File: src/rtl/vector_scatter_pkg.sv
// Shared vector datapath parameters and scatter engine types.
// Imported by the scatter interface, lane picker and top.
package vector_scatter_pkg;

    localparam int VECTOR_REG_DEPTH = 8;
    localparam int VECTOR_REG_WIDTH = 32;
    localparam int ADDR_W = (VECTOR_REG_DEPTH > 1) ? $clog2(VECTOR_REG_DEPTH) : 1;

    typedef enum logic [1:0] {
        S_IDLE    = 2'd0,
        S_SCATTER = 2'd1,
        S_DONE    = 2'd2
    } vector_scatter_state_t;

    // Out-of-range entries only exist for non-power-of-two depths.
    function automatic logic addr_ok(input logic [ADDR_W-1:0] a);
        return (VECTOR_REG_DEPTH == (1 << ADDR_W)) ||
               (int'(32'(a)) < VECTOR_REG_DEPTH);
    endfunction

endpackage

File: src/rtl/vector_scatter_if.sv
// Request bus of the scatter engine: one MAP_PORT-lane write request
// with a valid/ready handshake.
interface vector_scatter_if
    import vector_scatter_pkg::*;
#(
    parameter int MAP_PORT = 8
);
    logic                                       req_valid;
    logic                                       req_ready;
    logic [MAP_PORT-1:0]                        req_vld;
    logic [MAP_PORT-1:0][ADDR_W-1:0]            req_addr;
    logic [MAP_PORT-1:0][VECTOR_REG_WIDTH-1:0]  req_data;

    modport master (
        output req_valid, req_vld, req_addr, req_data,
        input  req_ready
    );

    modport slave (
        input  req_valid, req_vld, req_addr, req_data,
        output req_ready
    );
endinterface

File: src/rtl/vector_lane_picker.sv
// Selects the lowest WR_PORTS set bits of the pending mask, one lane
// per slot in ascending order, and returns the mask left over.
module vector_lane_picker #(
    parameter int MAP_PORT = 8,
    parameter int WR_PORTS = 4
) (
    input  logic [MAP_PORT-1:0]               pend_i,
    output logic [WR_PORTS-1:0][MAP_PORT-1:0] sel_o,
    output logic [MAP_PORT-1:0]               rest_o
);
    logic [MAP_PORT-1:0] m;
    logic [MAP_PORT-1:0] low;

    always_comb begin
        sel_o = '0;
        m     = pend_i;
        low   = '0;
        for (int s = 0; s < WR_PORTS; s++) begin
            // Isolate the lowest set bit; zero when the mask is exhausted.
            low      = m & (-m);
            sel_o[s] = low;
            m        = m & ~low;
        end
        rest_o = m;
    end

endmodule

File: src/rtl/vector_scatter.sv
// Multi-cycle scatter engine: latches one request, then commits up to
// WR_PORTS lane writes per cycle into the vector register array.
module vector_scatter
    import vector_scatter_pkg::*;
#(
    parameter int MAP_PORT = 8,
    parameter int WR_PORTS = 4
) (
    input  logic                    clk,
    input  logic                    reset,
    vector_scatter_if.slave         req,
    input  logic                    clr,
    output logic                    busy,
    output logic                    done,
    output logic                    conflict,
    output logic [VECTOR_REG_DEPTH-1:0][VECTOR_REG_WIDTH-1:0] reg_out
);
    typedef logic [MAP_PORT-1:0]                        mask_t;
    typedef logic [MAP_PORT-1:0][ADDR_W-1:0]            lane_addr_t;
    typedef logic [MAP_PORT-1:0][VECTOR_REG_WIDTH-1:0]  lane_data_t;
    typedef logic [VECTOR_REG_DEPTH-1:0][VECTOR_REG_WIDTH-1:0] arr_t;

    vector_scatter_state_t state_q, state_d;
    mask_t      pend_q, pend_d, pend_rest;
    lane_addr_t addr_q, addr_d;
    lane_data_t data_q, data_d;
    logic       conf_q, conf_d;
    arr_t       arr_q, arr_d;
    logic       same_addr;

    logic [WR_PORTS-1:0][MAP_PORT-1:0] sel;

    vector_lane_picker #(
        .MAP_PORT (MAP_PORT),
        .WR_PORTS (WR_PORTS)
    ) u_pick (
        .pend_i (pend_q),
        .sel_o  (sel),
        .rest_o (pend_rest)
    );

    always_comb begin
        same_addr = 1'b0;
        for (int i = 0; i < MAP_PORT; i++) begin
            for (int j = i + 1; j < MAP_PORT; j++) begin
                if (req.req_vld[i] && req.req_vld[j] &&
                    req.req_addr[i] == req.req_addr[j]) begin
                    same_addr = 1'b1;
                end
            end
        end
    end

    always_comb begin
        state_d       = state_q;
        pend_d        = pend_q;
        addr_d        = addr_q;
        data_d        = data_q;
        conf_d        = conf_q;
        arr_d         = arr_q;
        req.req_ready = 1'b0;
        unique case (state_q)
            S_IDLE: begin
                req.req_ready = !clr;
                if (clr) begin
                    arr_d = '0;
                end else if (req.req_valid) begin
                    pend_d  = req.req_vld;
                    addr_d  = req.req_addr;
                    data_d  = req.req_data;
                    conf_d  = same_addr;
                    state_d = (req.req_vld != '0) ? S_SCATTER : S_DONE;
                end
            end
            S_SCATTER: begin
                // Slots are in ascending lane order, so later slots win.
                for (int s = 0; s < WR_PORTS; s++) begin
                    logic [ADDR_W-1:0]           wa;
                    logic [VECTOR_REG_WIDTH-1:0] wd;
                    wa = '0;
                    wd = '0;
                    for (int i = 0; i < MAP_PORT; i++) begin
                        if (sel[s][i]) begin
                            wa = wa | addr_q[i];
                            wd = wd | data_q[i];
                        end
                    end
                    if ((sel[s] != '0) && addr_ok(wa)) begin
                        arr_d[wa] = wd;
                    end
                end
                pend_d = pend_rest;
                if (pend_rest == '0) begin
                    state_d = S_DONE;
                end
            end
            S_DONE: begin
                state_d = S_IDLE;
            end
            default: begin
                state_d = S_IDLE;
            end
        endcase
    end

    always_ff @(posedge clk or posedge reset) begin
        if (reset) begin
            state_q <= S_IDLE;
            pend_q  <= '0;
            addr_q  <= '0;
            data_q  <= '0;
            conf_q  <= 1'b0;
            arr_q   <= '0;
        end else begin
            state_q <= state_d;
            pend_q  <= pend_d;
            addr_q  <= addr_d;
            data_q  <= data_d;
            conf_q  <= conf_d;
            arr_q   <= arr_d;
        end
    end

    assign busy     = (state_q != S_IDLE);
    assign done     = (state_q == S_DONE);
    assign conflict = conf_q;
    assign reg_out  = arr_q;

endmodule

File: src/flat_wrapper.sv
// flat-port wrapper written by rule: the top's interface ports become plain ports
module vector_scatter_flat import vector_scatter_pkg::*;
#(
    parameter int MAP_PORT = 8,
    parameter int WR_PORTS = 4
)
  (clk, reset, clr, busy, done, conflict, reg_out, req_req_valid, req_req_vld, req_req_addr, req_req_data, req_req_ready);
  vector_scatter_if #(.MAP_PORT(MAP_PORT)) req_i ();
  input  logic clk;
  input  logic reset;
  input  logic clr;
  output logic busy;
  output logic done;
  output logic conflict;
  output logic [VECTOR_REG_DEPTH-1:0][VECTOR_REG_WIDTH-1:0] reg_out;
  input wire logic [$bits(req_i.req_valid)-1:0] req_req_valid;
  input wire logic [$bits(req_i.req_vld)-1:0] req_req_vld;
  input wire logic [$bits(req_i.req_addr)-1:0] req_req_addr;
  input wire logic [$bits(req_i.req_data)-1:0] req_req_data;
  output wire logic [$bits(req_i.req_ready)-1:0] req_req_ready;
  assign req_i.req_valid = req_req_valid;
  assign req_i.req_vld = req_req_vld;
  assign req_i.req_addr = req_req_addr;
  assign req_i.req_data = req_req_data;
  assign req_req_ready = req_i.req_ready;
  vector_scatter #(.MAP_PORT(MAP_PORT), .WR_PORTS(WR_PORTS)) u_core (.clk(clk), .reset(reset), .req(req_i), .clr(clr), .busy(busy), .done(done), .conflict(conflict), .reg_out(reg_out));
endmodule
File: config.mk
export PLATFORM = sky130hd
export DESIGN_NAME = vector_scatter_flat
export DESIGN_NICKNAME = d
export VERILOG_FILES = /design/src/rtl/vector_scatter_pkg.sv /design/src/rtl/vector_scatter_if.sv /design/src/rtl/vector_lane_picker.sv /design/src/rtl/vector_scatter.sv /design/src/flat_wrapper.sv
export SDC_FILE = /design/constraint.sdc
export NUM_CORES = 2
export LEC_CHECK = 0
export BUFFER_PORTS_ARGS = -buffer_cell sky130_fd_sc_hd__buf_2
export CAP_MARGIN = 20
export CELL_PAD_IN_SITES_DETAIL_PLACEMENT = 0
export CELL_PAD_IN_SITES_GLOBAL_PLACEMENT = 1
export CORE_ASPECT_RATIO = 1.5
export CORE_MARGIN = 2
export CORE_UTILIZATION = 48
export DETAILED_ROUTE_END_ITERATION = 10
export MAX_ROUTING_LAYER = met4
export PLACE_DENSITY_LB_ADDON = 0.08
export SYNTH_ARGS = -nofsm -noshare
export SYNTH_HDL_FRONTEND = slang
export SYNTH_SLANG_ARGS = --single-unit
File: constraint.sdc
create_clock -name clk -period 58.9 [get_ports clk]
set_input_delay 11.78 -clock clk [delete_from_list [all_inputs] [get_ports clk]]
set_output_delay 11.78 -clock clk [all_outputs]
set_load 0.01 [all_outputs]
==> key figures <==
CTS
  – CTS tree: yes
  – CTS HTree Levels: 2
  – Worst-Skew Late Latency: ~0.66 ns
  – Max Root-Sink Buffers: 3
  – CTS buffer count: 57
  – Hold-fix buffers, CTS: 0
  – Post-CTS Repair Setup Buffers: 0
  – Clk slew on worst S/H paths: ~0.06 ns
  – Post-cts resize count: 0
  – # clock sinks: around 550
  – Root buf cell: clkbuf_16

Cells and area
  – Layout cells sized above 1: 0.267
  – Most frequent cells in the layout: 561 x nand2_1, 552 x buf_2, 545 x dfrtp_1
  – Final #Nets: about 4,500
  – Most common cell after layout, fill and taps aside: nand2_1
  – Sequential standard cell area: about 14,000 um2
  – Layout area overhead: 16.2%
  – Area of the multi-input gates: 20,500 um2
  – Fillers: 6,734

Worst hold path
  – Worst Hold End: u_core.data_q[19]
  – HP Start: u_core.data_q[19]
  – HP Class: reg -> reg
  – Hold path depth: 1

Timing
  – Final Hold Vio Count: 0
  – Sum Neg Setup Slack: 0 ns
  – Rel. slew slack: 0.0717
  – RSZ-0062 raised after global routing: false
  – Max-slew violation count: 0
  – Minimum clock period: between 20 and 25 ns
  – Least-Margin Pin Slew: around 1.4 ns
  – Fin crit share: 0.406
  – Fmax: roughly 0.042 GHz
  – Clock Skew: around 0.028 ns
  – PnR worst setup slack: about 35 ns
  – Setup violations, final: 0

Synth
  – Syn Nets: just over 4,000
  – Synthesized area per cell: just over 9 um2
  – Synth unique cells: between 70 and 80
  – Sequential area share after synthesis: 0.385
  – Synth Flop Type: dfrtp_1
  – Mapped Cells: a little under 4,000
  – Dominant cell type by area after synthesis: dfrtp_1
  – Post-synth EDFFs: 0
  – Synth async-reset ratio: 1.00
  – Synth top area cells: dfrtp_1 39%, mux2_2 8.8%, a22o_1 7.9%, a221oi_1 6.4%, nand2_1 5.9%
  – Cell Area, Synth: roughly 36,000 um2
  – Register bit total from synthesis: around 550
  – Synth top area share: 0.385
  – Syn. warnings: 0

Routing
  – DRT Wirelength: ~160,000 um
  – Vias per cell: 7.06
  – # DRC: 0
  – Via count: ~37,000
  – Initial DRC Count: 5,676
  – TritonRoute pass-1 iters: 10
  – Antenna viol nets, final: 0
  – Wirelength per Cell: 30.4 um

Die
  – Core Area: around 74,000 um2
  – Num ports: between 500 and 600
  – Die span in y: around 340 um
  – Die area: about 76,000 um2
  – Die width: ~230 um
  – Starting Density: 0.483
  – Row count: around 120

Global routing
  – First-pass GRT wire length: 232,000 um
  – All-Layer GR Usage: 0.416
  – Remaining global-route overflow: 0
  – Largest net degree at the start of global routing: 134
  – Vias in the first global route: 34,200
  – Initial antenna violation count: 5

Critical path
  – Number of stages on the worst setup path: 3
  – R2R Setup Slk: 53.37 ns
  – Worst Setup End Kind: primary output
  – Worst path slowest cell: buf_2
  – Most frequent CP cell: buf_2
  – Slowest stage delay, CP: around 0.13 ns
  – Cell Chain, Critical Path: buf_2 -> nor2_1 -> buf_2
  – CP Launch Type: primary input
  – Worst path bufs/invs: 2
  – Worst path arrival time: approximately 12 ns
  – Crit path max-delay family: buffers and inverters
  – Worst r2r path cells: 12
  – CP Max Fanout: 4
  – Worst setup path class: in -> out
  – Req. time, crit path: between 40 and 50 ns
  – Reg-to-Reg Start: u_core.pend_q[0]
  – FF-to-FF End: u_core.reg_out[247]

Power and ir drop
  – Comb pwr share: 0.614
  – Peak supply drop: 0.0523 mV
  – Switch Pwr: ~1.6 mW
  – Int Power: roughly 1.4 mW
  – Leakage Power: about 17 nW
  – Clock share of power: 0.132
  – Flop pwr share: 0.254
  – Power Dens Cells: 71.9 nW/um2
  – Net switching fraction of the power: 0.527
  – Power Total: between 2 and 3 mW

Placed design
  – Final GP Congestion: between 0.9 and 1
  – Setup WS pre-CTS: about 35 ns
  – Detail Placement HPWL: 108,000 um
  – Port bufs: about 550

Run
  – Max Cap Viol: 0

Run status
  – Status: finished clean
## power groups by stage
stage / clock, mW / combinational (mW) / sequential, mW
6_report: 0.392 / 1.82 / 0.755
5_1_grt: 0.407 / 1.95 / 0.768
4_1_cts: 0.394 / 1.77 / 0.742
3_5_place_dp: 0 / 1.77 / 0.748
3_3_place_gp: 0 / 1.74 / 0.745
2_1_floorplan: 0 / 1.18 / 0.676
## cell families (layout without fill, tap and decap cells)
logic type,count (synthesis),in the layout,synth area share
AOI/OAI and AO/OA,1611,1611,0.348
xor gates and xnor gates,89,89,0.0219
adders and majority gates,3,3,0.000880
buffers and inverters,434,802,0.0474
DFF,547,547,0.385
muxes,280,280,0.0887
other,0,4,0
and+or+nand+nor,885,885,0.108
## area by class of cell
type	count	area share
diodes	4	0.000242
clock buffers	87	0.0410
clock inverters	16	0.00609
inverters	11	0.00118
multi-input cells	2868	0.498
flip-flops and latches	547	0.331
well taps	992	0.0301
repair buffers	688	0.0924
## registers in the layout, indices dropped and copies added (netlist names)
register,count
u_core.conflict,1
u_core.pend_q,8
u_core.state_q,2
u_core.reg_out,256
u_core.addr_q,24
u_core.data_q,256
## worst max-delay path by stage
stage | startpoint | to | slack [ns]
floorplan | reset | u_core.addr_q[0] | 31.83
detailed placement | clr | req_req_ready | 34.97
global route | clr | req_req_ready | 34.96
CTS | clr | req_req_ready | 34.97
global placement | clr | req_req_ready | 34.99
finish | clr | req_req_ready | 34.97
## through the flow
step / cells / util / cell area, um2 / hold slack, ns
2_1_floorplan: 3849 / - / 35500 / 0.480
3_3_place_gp: 5104 / 0.534 / 39300 / 0.491
3_5_place_dp: 5105 / 0.534 / 39300 / 0.497
4_1_cts: 5208 / 0.561 / 41300 / 0.512
5_1_grt: 5212 / 0.561 / 41300 / 0.527
6_report: 5213 / 0.561 / 41300 / 0.511
## synth_stat cells, types with 5 or more instances
cell type,count
nand2_1,561
o22ai_1,5
mux2_2,278
and3_1,10
nand3b_1,6
nor3_1,20
a22oi_1,136
a22o_1,319
a211oi_1,75
inv_1,11
a211o_1,6
clkbuf_1,358
nor2_1,125
buf_1,24
o211ai_1,226
xor2_1,14
a221oi_1,260
and2_1,48
a21oi_1,133
a221o_1,105
nand4_1,58
a31oi_1,12
buf_2,40
xnor2_1,75
nor2b_1,12
o31a_1,5
dfrtp_1,547
nand3_1,15
o21ai_0,240
a222oi_1,36
## metal layers
metal  global-route usage  routed length, um  part of all wire
met4                0.168               7300             0.046
met2                0.615              70100              0.44
met1                0.559              63200              0.40
met3               0.0836              17500              0.11
met5                    -                  0                 0
Note: power is estimated with default switching activity, not from simulation.
